## src/rtl/micro_run_pkg.sv

```systemverilog
// rtl/micro_run_pkg.sv - shared state and status encodings for micro_run_ctrl
//
// Purpose: FSM state encoding and run verdict codes used by the run controller.
package micro_run_pkg;

  typedef enum logic [1:0] {
    S_IDLE     = 2'd0,
    S_RST_HOLD = 2'd1,
    S_RUN      = 2'd2,
    S_DONE     = 2'd3
  } run_state_e;

  typedef enum logic [2:0] {
    ST_NONE    = 3'd0,
    ST_PASS    = 3'd1,
    ST_FAIL    = 3'd2,
    ST_HALT    = 3'd3,
    ST_TIMEOUT = 3'd4
  } run_status_e;

endpackage

```

## src/rtl/micro_pc_stall_det.sv

```systemverilog
// rtl/micro_pc_stall_det.sv - detects a program counter that stops changing
//
// Purpose: remembers the previous RUN-cycle PC and counts consecutive equal
//          compares; flags a halt on the compare that reaches STALL_CYCLES.
// Ports:
//   clk, rst   - clock, asynchronous active-high reset
//   i_clear    - drop the stored PC and counter (held while not running)
//   i_en       - current cycle is a RUN cycle
//   i_pc       - core program counter
//   o_halt     - this RUN cycle completes STALL_CYCLES equal compares
module micro_pc_stall_det #(
  parameter int PC_W         = 8,
  parameter int STALL_CYCLES = 3
) (
  input  logic            clk,
  input  logic            rst,
  input  logic            i_clear,
  input  logic            i_en,
  input  logic [PC_W-1:0] i_pc,
  output logic            o_halt
);

  localparam int SC_W = $clog2(STALL_CYCLES + 1);

  logic [PC_W-1:0] r_prev_pc;
  logic            r_prev_vld;
  logic [SC_W-1:0] r_cnt;
  logic            w_same;

  // The first RUN cycle has no valid previous PC, so it never counts as a compare.
  assign w_same = i_en && r_prev_vld && (i_pc == r_prev_pc);
  assign o_halt = w_same && (r_cnt == SC_W'(STALL_CYCLES - 1));

  always_ff @(posedge clk or posedge rst) begin
    if (rst) begin
      r_prev_pc  <= '0;
      r_prev_vld <= 1'b0;
      r_cnt      <= '0;
    end else if (i_clear) begin
      r_prev_vld <= 1'b0;
      r_cnt      <= '0;
    end else if (i_en) begin
      r_prev_pc  <= i_pc;
      r_prev_vld <= 1'b1;
      if (!w_same)
        r_cnt <= '0;
      else if (r_cnt != SC_W'(STALL_CYCLES))
        r_cnt <= r_cnt + 1'b1;
    end
  end

endmodule

```

## src/rtl/micro_run_ctrl.sv

```systemverilog
// rtl/micro_run_ctrl.sv - reset/run sequencer with pass/fail/halt/timeout verdict
//
// Purpose: holds the core in reset, runs it, and ends the run on a mailbox
//          write, a stalled PC or a cycle timeout; reports verdict and cycles.
// Optional feature macro: MICRO_RUN_STALL_DET_EN (stall detection / HALT).
// Ports:
//   Clk, Reset                  - clock, asynchronous active-high reset
//   start                       - one-cycle run request (IDLE or DONE only)
//   pc, mem_we, mem_addr,
//   mem_wdata                   - observed core PC and data-memory write bus
//   cpu_rst, running, done      - core reset and phase indicators
//   status, cycles, result      - verdict, RUN cycle count, mailbox value
module micro_run_ctrl
  import micro_run_pkg::*;
#(
  parameter int                 PC_W         = 8,
  parameter int                 ADDR_W       = 8,
  parameter int                 DATA_W       = 8,
  parameter int                 CNT_W        = 16,
  parameter int                 RST_HOLD     = 4,
  parameter int                 TIMEOUT      = 1000,
  parameter int                 STALL_CYCLES = 3,
  parameter logic [ADDR_W-1:0]  MAILBOX_ADDR = 8'hFF,
  parameter logic [DATA_W-1:0]  PASS_CODE    = 8'h01
) (
  input  logic              Clk,
  input  logic              Reset,
  input  logic              start,
  input  logic [PC_W-1:0]   pc,
  input  logic              mem_we,
  input  logic [ADDR_W-1:0] mem_addr,
  input  logic [DATA_W-1:0] mem_wdata,
  output logic              cpu_rst,
  output logic              running,
  output logic              done,
  output logic [2:0]        status,
  output logic [CNT_W-1:0]  cycles,
  output logic [DATA_W-1:0] result
);

  localparam int HOLD_W = (RST_HOLD > 1) ? $clog2(RST_HOLD) : 1;

  run_state_e        r_state, w_state_nxt;
  run_status_e       r_status, w_status_nxt;
  logic [HOLD_W-1:0] r_hold;
  logic [CNT_W-1:0]  r_cycles;
  logic [DATA_W-1:0] r_result;
  logic              r_cpu_rst, r_running, r_done;
  logic              w_start_ok, w_hold_last, w_mbox, w_halt, w_tmo;

  assign w_start_ok  = start && ((r_state == S_IDLE) || (r_state == S_DONE));
  assign w_hold_last = (r_hold == HOLD_W'(RST_HOLD - 1));
  assign w_mbox      = mem_we && (mem_addr == MAILBOX_ADDR);
  assign w_tmo       = (r_cycles == CNT_W'(TIMEOUT - 1));

`ifdef MICRO_RUN_STALL_DET_EN
  micro_pc_stall_det #(
    .PC_W         (PC_W),
    .STALL_CYCLES (STALL_CYCLES)
  ) u_stall_det (
    .clk     (Clk),
    .rst     (Reset),
    .i_clear (r_state != S_RUN),
    .i_en    (r_state == S_RUN),
    .i_pc    (pc),
    .o_halt  (w_halt)
  );
`else
  logic w_unused_pc;
  assign w_unused_pc = ^pc;
  assign w_halt      = 1'b0;
`endif

  // Next state and verdict. Mailbox beats stall, stall beats timeout.
  always_comb begin
    w_state_nxt  = r_state;
    w_status_nxt = r_status;
    case (r_state)
      S_IDLE, S_DONE: begin
        if (start) begin
          w_state_nxt  = S_RST_HOLD;
          w_status_nxt = ST_NONE;
        end
      end
      S_RST_HOLD: begin
        if (w_hold_last)
          w_state_nxt = S_RUN;
      end
      S_RUN: begin
        if (w_mbox) begin
          w_state_nxt  = S_DONE;
          w_status_nxt = (mem_wdata == PASS_CODE) ? ST_PASS : ST_FAIL;
        end else if (w_halt) begin
          w_state_nxt  = S_DONE;
          w_status_nxt = ST_HALT;
        end else if (w_tmo) begin
          w_state_nxt  = S_DONE;
          w_status_nxt = ST_TIMEOUT;
        end
      end
      default: w_state_nxt = S_IDLE;
    endcase
  end

  // Phase outputs are registered from the next state so they change with it.
  always_ff @(posedge Clk or posedge Reset) begin
    if (Reset) begin
      r_state   <= S_IDLE;
      r_status  <= ST_NONE;
      r_cpu_rst <= 1'b1;
      r_running <= 1'b0;
      r_done    <= 1'b0;
    end else begin
      r_state   <= w_state_nxt;
      r_status  <= w_status_nxt;
      r_cpu_rst <= (w_state_nxt != S_RUN);
      r_running <= (w_state_nxt == S_RUN);
      r_done    <= (w_state_nxt == S_DONE);
    end
  end

  always_ff @(posedge Clk or posedge Reset) begin
    if (Reset) begin
      r_hold   <= '0;
      r_cycles <= '0;
      r_result <= '0;
    end else begin
      r_hold <= (r_state == S_RST_HOLD) ? r_hold + 1'b1 : '0;
      if (w_start_ok) begin
        r_cycles <= '0;
        r_result <= '0;
      end else if (r_state == S_RUN) begin
        // The event cycle itself is counted; TIMEOUT < 2^CNT_W so no wrap.
        r_cycles <= r_cycles + 1'b1;
        if (w_mbox)
          r_result <= mem_wdata;
      end
    end
  end

  assign cpu_rst = r_cpu_rst;
  assign running = r_running;
  assign done    = r_done;
  assign status  = r_status;
  assign cycles  = r_cycles;
  assign result  = r_result;

endmodule
```

## config.mk

```make
export PLATFORM = sky130hd
export DESIGN_NAME = micro_run_ctrl
export DESIGN_NICKNAME = d
export VERILOG_FILES = /design/src/rtl/micro_run_pkg.sv /design/src/rtl/micro_pc_stall_det.sv /design/src/rtl/micro_run_ctrl.sv
export SDC_FILE = /design/constraint.sdc
export NUM_CORES = 1
export LEC_CHECK = 0
export ABC_AREA = 1
export BUFFER_PORTS_ARGS = -buffer_cell sky130_fd_sc_hd__buf_2
export CORE_AREA = 10 10 75 77
export DETAILED_ROUTE_END_ITERATION = 6
export DIE_AREA = 0 0 85 87
export PLACE_DENSITY_LB_ADDON = 0.12
export SLEW_MARGIN = 25
export SYNTH_ARGS = -nofsm -noshare
export SYNTH_HDL_FRONTEND = slang
export SYNTH_SLANG_ARGS = --single-unit
```

## constraint.sdc

```tcl
create_clock -name Clk -period 1.5 [get_ports Clk]
set_input_delay 0.375 -clock Clk [delete_from_list [all_inputs] [get_ports Clk]]
set_output_delay 0.375 -clock Clk [all_outputs]
set_load 0.02 [all_outputs]
```

==> impl_metrics.py, run 1 <==
metrics = {
    "worst_setup_path": {
        "cp.required_ns": 1.68,
        "reg2reg_depth": 8,
        "cp-end-kind": "flop",
        "start_kind": "flop",
        "cp_max_fo": 5,
        "critical_path_class": "flop to flop",
        "arrival_ns": 1.60,
        "rrSetupSlack_ns": 0.08,
    },
    "die": {
        "rows": 24,
        "io_pins": 58,
        "start_util": 0.4311,
        "die_area_mm2": 0.007395,
        "core_area_mm2": 0.004234,
        "die_y_um": 87,
        "fp.dieW_um": 85,
    },
    "finish": {
        "fin_area_mm2": 0.002367,
        "final_net_count": 333,
        "final_cells": 354,
        "drive_above_1_share": 0.3311,
        "n_antenna_cell": 0,
        "areaGrowthSynthToFinish_pct": 29.68,
        "final_util": 0.5591,
    },
    "sta": {
        "max_slew.worst_pin.slew_ns": 0.3878,
        "period_minus_slack_ns": 1.420,
        "fmax_ghz": 0.7042,
        "min_period_over_period": 0.9467,
        "setup_viol": 0,
        "hold_violations": 0,
        "relSlewSlack": 0.7411,
        "tns_ns": 0,
        "slew_violations": 0,
        "rsz0062_at_grt": "true",
        "skew_ns": 0.008240,
    },
    "outcome": {
        "outcome": "completed",
    },
    "power": {
        "comb_power_share": 0.325,
        "leakage_uw": 0.001338,
        "p_sw_frac": 0.3326,
        "vdd_drop_max_mv": 0.9107,
        "sequentialPowerShare": 0.416,
        "internal_power_uw": 1659,
        "p_total_uw": 2486,
        "clock_power_share": 0.259,
        "p_switching_uw": 827.0,
        "power.density_mw_per_mm2": 1050,
    },
    "synthesis": {
        "synth_top_cell_area_share": 0.4524,
        "ys_seq_area_frac": 0.4668,
        "synthesis.area_mm2": 0.001826,
        "synth_cells": 233,
        "synth_area_leaders": "dfrtp_1 (45%), nand2_1 (10%), inv_1 (7.4%)",
        "yosys.area.top_type": "dfrtp_1",
        "synth_seq_cells": 34,
        "yosysUniqueCellTypes": 27,
        "syn-num-nets": 265,
        "syn_avg_cell_area_um2": 7.835,
        "yosysWarnings": 0,
    },
    "cts": {
        "clk_latency_ns": 0.29,
        "clockRootBuffer": "clkbuf_8",
        "clkTransAtPathRegs_ns": 0.07,
        "htreeDepth": 2,
        "cts_tree": "done",
        "clock_sinks": 34,
        "cts_buffers": 5,
        "cts_buffer_depth": 2,
        "postCtsSetupBuffers": 0,
    },
    "place": {
        "hpwlAfterDp_mm": 3.564,
        "place.gp.congestion": 0.7977,
        "postPlaceCellArea_mm2": 0.002232,
        "port_buffers": 49,
        "placed_cells_incl_taps": 346,
    },
    "global_routing": {
        "grt_max_degree": 14,
        "grt_pass1_vias": 1747,
        "track_usage": 0.1230,
        "grt_antenna_before_repair": 0,
        "overflow": 0,
        "grt_pass1_wl_mm": 7.493,
    },
    "route": {
        "postRouteAntennaNets": 0,
        "drtIter0Drc": 61,
        "wl_per_cell_um": 12.37,
        "avgViaCountPerCell": 4.726,
        "routed_wirelength_mm": 4.378,
        "vias": 1673,
        "drcViolationCount": 0,
        "dr.pass1.iters": 4,
    },
    "min_path": {
        "hold_path.class": "input pin to async pin",
    },
    "job": {
        "cap_violations": 0,
    },
}
per-stage QoR:
stage                     hold WS (ns)  setup WS, ns
after floorplan                 0.4064       0.01344
final                          0.05765       0.07994
after global routing           0.08486      -0.04520
after CTS                      0.06768     0.0006989
after detailed placement        0.3768       -0.1100
after global placement          0.3762      -0.09344
registers in the layout, indices dropped and copies added, names as in the netlist:
register  count
cycles       16
done          1
result        8
r_hold        2
status        3
cpu_rst       1
running       1
r_state       2
logic make-up after synthesis:
| group | synth area share |
|---|---|
| buffers and inverters | 0.08568 |
| XOR/XNOR | 0.004799 |
| AO/OA/AOI/OAI | 0.08362 |
| AND/OR/NAND/NOR | 0.3317 |
| flip-flops | 0.4668 |
| adder cells (fa/ha/maj) | 0.02742 |
layout make-up:
type,count,area [um^2]
Clock buffer,8,80.08
Timing Repair Buffer,63,354.1
Tap cell,52,65.06
Sequential cell,34,853.3
Multi-Input combinational cell,158,865.8
Inverter,39,148.9
Fill cell,407,1867
cell usage after synthesis (all sizes together):
cell,count
nand2,57
inv,38
nor2,35
dfrtp,33
o21ai,15
nand3,14
a21oi,12
nand4,11
nor3,6
ha,4
buf,2
a31oi,1
and3,1
clkinv,1
dfstp,1
o21bai,1
xnor2,1
cell usage in the layout, fill, tap and decap left out, types with 8 or more instances in the layout:
cell | netlist | final
nor2_1 | 28 | 27
nand2_2 | 5 | 8
nand2_1 | 51 | 48
nand3_1 | 12 | 12
a21oi_1 | 11 | 11
buf_4 | 0 | 13
buf_2 | 2 | 49
dfrtp_1 | 33 | 32
o21ai_1 | 10 | 11
inv_1 | 36 | 34
nand4_1 | 10 | 10
per-layer routing:
metal | global-route usage | share of wire | vias up
met5 | 0 | 0 | -
met4 | 0.04940 | 0.014 | 0
met3 | 0.05056 | 0.059 | 7
met2 | 0.2119 | 0.48 | 35
met1 | 0.1306 | 0.45 | 752
li1 | - | - | 879
path summary, 6_finish.rpt:
kind | from | endpoint
worst min register to register | r_hold[0]$_DFF_PP0_ | r_hold[0]$_DFF_PP0_
max in group asynchronous | Reset | cycles[7]$_DFFE_PP0P_
worst min-delay path | Reset | r_hold[1]$_DFF_PP0_
worst max-delay path | r_state[0]$_DFF_PP0_ | cycles[11]$_DFFE_PP0P_
worst max register to register | r_state[0]$_DFF_PP0_ | cycles[11]$_DFFE_PP0P_
min in group Clk | mem_wdata[4] | result[4]$_DFFE_PP0P_
critical path, stage by stage (launching register included):
cell	delay, ns
dfrtp_1	0.39
inv_2	0.08
ha_4	0.14
inv_1	0.10
nor2_4	0.18
nand2_4	0.10
nor2_4	0.13
and3_1	0.16
nor2_1	0.04
power by group through the flow:
| stage | sequential [uW] | clock, uW | combinational (uW) |
|---|---|---|---|
| 3_5_place_dp | 1050 | 0 | 709 |
| 6_report | 1030 | 644 | 808 |
| 3_3_place_gp | 1050 | 0 | 707 |
| 5_1_grt | 1040 | 706 | 921 |
| 2_1_floorplan | 1110 | 0 | 386 |
| 4_1_cts | 1030 | 666 | 716 |
what timing repair did:
item                       CTS  global route
gates resized for setup      1            14
hold buffers                 0             0
pin swaps                    0             4
setup endpoints to repair    8            22
Note: power is estimated with default switching activity, not from simulation.
==> inputs of run 2 (changes only) <==
Settings changed: PLACE_DENSITY set to 0.76, PLACE_DENSITY_LB_ADDON 0.12 to not set, SLEW_MARGIN 25 to not set, SYNTH_HIERARCHICAL set to 1.
==> impl_metrics.py, run 2 <==
metrics = {
    "worst_setup_path": {
        "critical_path_class": "flop to flop",
        "cp-end-kind": "flop",
        "cp_max_fo": 4,
        "cp.required_ns": 1.73,
        "arrival_ns": 1.64,
        "start_kind": "flop",
    },
    "global_routing": {
        "grt_max_degree": 35,
        "grt_antenna_before_repair": 0,
        "grt_pass1_wl_mm": 7.914,
        "overflow": 0,
        "grtUsageMet3": 0.05337,
        "grt_util_met1": 0.1384,
        "top_usage_layer": "met2",
        "grt_use_met2": 0.2255,
        "track_usage": 0.1296,
        "grt_pass1_vias": 1759,
    },
    "finish": {
        "most-common-layout-cells": "buf_2 (49), nand2_1 (48), inv_1 (34), dfrtp_1 (32), nor2_1 (27)",
        "fillers": 400,
        "final_common_cell": "buf_2",
        "drive_above_1_share": 0.3289,
        "largest_reg_flops": 16,
        "final_net_count": 332,
        "areaGrowthSynthToFinish_pct": 29.68,
        "fin_area_mm2": 0.002367,
        "n_antenna_cell": 0,
        "final_cells": 353,
    },
    "synthesis": {
        "syn-num-nets": 265,
        "synth_top_cell_area_share": 0.4524,
        "synthesis.area_mm2": 0.001826,
        "synth_xor_area_frac": 0.004798,
        "synth_cells": 233,
        "synthMuxAreaShare": 0,
        "ys_seq_area_frac": 0.4668,
        "synth.most_common_cell": "nand2_1",
        "synth_area_leaders": "dfrtp_1 (45%), nand2_1 (10%), inv_1 (7.4%)",
        "synth_top_family_by_area": "simple AND/OR/NAND/NOR gates",
        "synth_seq_cells": 34,
        "yosysUniqueCellTypes": 27,
        "yosys.area.top_type": "dfrtp_1",
        "synthAdderAreaFrac": 0.02742,
        "synth_compound_area_frac": 0.08362,
        "synthArstFlopShare": 1.000,
        "yosysWarnings": 6,
        "synth_commonest_cells": "nand2_1 (51), inv_1 (36), dfrtp_1 (33), nor2_1 (28), nand3_1 (12)",
        "ys.flop_type": "dfrtp_1",
        "synthSimpleGateAreaFrac": 0.3317,
        "synth_edf_count": 0,
        "syn_avg_cell_area_um2": 7.835,
    },
    "cts": {
        "cts_buffer_depth": 2,
        "cts_buffers": 5,
        "clkTransAtPathRegs_ns": 0.07,
        "clock_sinks": 34,
        "clk_latency_ns": 0.29,
        "clockRootBuffer": "clkbuf_8",
        "htreeDepth": 2,
        "ctsHoldBuffers": 0,
        "postCtsSetupBuffers": 0,
        "cts_tree": "done",
    },
    "min_path": {
        "hold_path.class": "input pin to async pin",
    },
    "place": {
        "placed_cells_incl_taps": 345,
        "place.gp.congestion": 0.8530,
        "port_buffers": 49,
        "postPlaceCellArea_mm2": 0.002225,
        "hpwlAfterDp_mm": 3.485,
    },
    "die": {
        "core_area_mm2": 0.004234,
        "die_y_um": 87,
        "die_area_mm2": 0.007395,
        "fp.dieW_um": 85,
        "start_util": 0.4311,
        "rows": 24,
        "io_pins": 58,
    },
    "route": {
        "drtIter0Drc": 128,
        "avgViaCountPerCell": 4.813,
        "drcViolationCount": 0,
        "postRouteAntennaNets": 0,
        "routed_wirelength_mm": 4.548,
        "dr.pass1.iters": 7,
        "wl_per_cell_um": 12.88,
        "vias": 1699,
    },
    "sta": {
        "relSlewSlack": 0.7129,
        "max_slew.worst_pin.slew_ns": 0.4307,
        "rsz0062_at_grt": "true",
        "setup_viol": 0,
        "skew_ns": 0.005650,
        "fmax_ghz": 0.7130,
        "period_minus_slack_ns": 1.403,
        "slew_violations": 0,
        "hold_violations": 0,
        "hold-worst-slack_ns": 0.1630,
        "min_period_over_period": 0.9350,
    },
    "job": {
        "cap_violations": 0,
    },
    "outcome": {
        "outcome": "completed",
    },
    "power": {
        "p_total_uw": 2492,
        "power.density_mw_per_mm2": 1053,
        "vdd_drop_max_mv": 0.6364,
        "leakage_uw": 0.001339,
    },
}
-- run 2: cell counts after synthesis --
Identical to the previous run, type by type.
-- run 2: worst max-delay path, cell delays in order (launching register included) --
cell	delay [ns]
dfrtp_1	0.39
inv_2	0.09
ha_4	0.22
inv_2	0.09
nand2_2	0.06
nand2_2	0.07
nand4_1	0.18
nand2_1	0.15
nand2_1	0.06
nand2_1	0.05
-- run 2: what timing repair did --
item                                    CTS  global route
endpoints found under the setup margin   10            24
gates resized for setup                   1            13
pin swaps                                 1             3
-- run 2: path summary, 6_finish.rpt --
check / start / endpoint / slack (ns) / cells after the start
max in group asynchronous: Reset / cpu_rst$_DFF_PP1_ / 0.99 / 3
min in group Clk: mem_wdata[0] / result[0]$_DFFE_PP0P_ / 0.35 / 3
hold reg to reg: r_hold[0]$_DFF_PP0_ / r_hold[0]$_DFF_PP0_ / 0.43 / 1
setup / recovery: r_state[0]$_DFF_PP0_ / status[0]$_DFFE_PP0P_ / 0.1 / 9
setup reg to reg: r_state[0]$_DFF_PP0_ / status[0]$_DFFE_PP0P_ / 0.1 / 9
hold / removal: Reset / result[4]$_DFFE_PP0P_ / 0.16 / 3
-- run 2: layout make-up --
class / count / area, um^2 / share of cell area
Clock buffer: 8 / 80.08 / 0.03383
Inverter: 39 / 146.4 / 0.06184
Multi-Input combinational cell: 158 / 879.6 / 0.3716
Sequential cell: 34 / 853.3 / 0.3605
Tap cell: 52 / 65.06 / 0.02748
Timing Repair Buffer: 62 / 342.8 / 0.1448
-- run 2: cells by family (layout without fill, tap and decap cells) --
| group | after synthesis | in the layout |
|---|---|---|
| buffers and inverters | 41 | 109 |
| and+or+nand+nor | 124 | 124 |
| xor gates and xnor gates | 1 | 1 |
| DFF | 34 | 34 |
| adders and majority gates | 4 | 4 |
| AOI/OAI and AO/OA | 29 | 29 |
-- run 2: power by group --
group          internal (uW)  switching (uW)  total (uW)
Sequential              1000            31.9        1030
Clock                    330             323         653
Combinational            322             484         806
Total                   1650             839        2490
-- run 2: per-layer routing --
| metal | up-vias | share of wire |
|---|---|---|
| li1 | 876 | - |
| met1 | 790 | 0.40 |
| met2 | 30 | 0.52 |
| met3 | 3 | 0.068 |
| met4 | 0 | 0.0090 |
| met5 | - | 0 |
-- run 2: through the flow --
step	setup TNS [ns]	worst slack, ns	util
2_1_floorplan	0	0.01344	-
3_3_place_gp	-0.2299	-0.03683	0.5254
3_5_place_dp	-0.5219	-0.09573	0.5254
4_1_cts	0	0.002257	0.5449
5_1_grt	-0.03882	-0.01754	0.5591
6_report	0	0.09747	0.5591
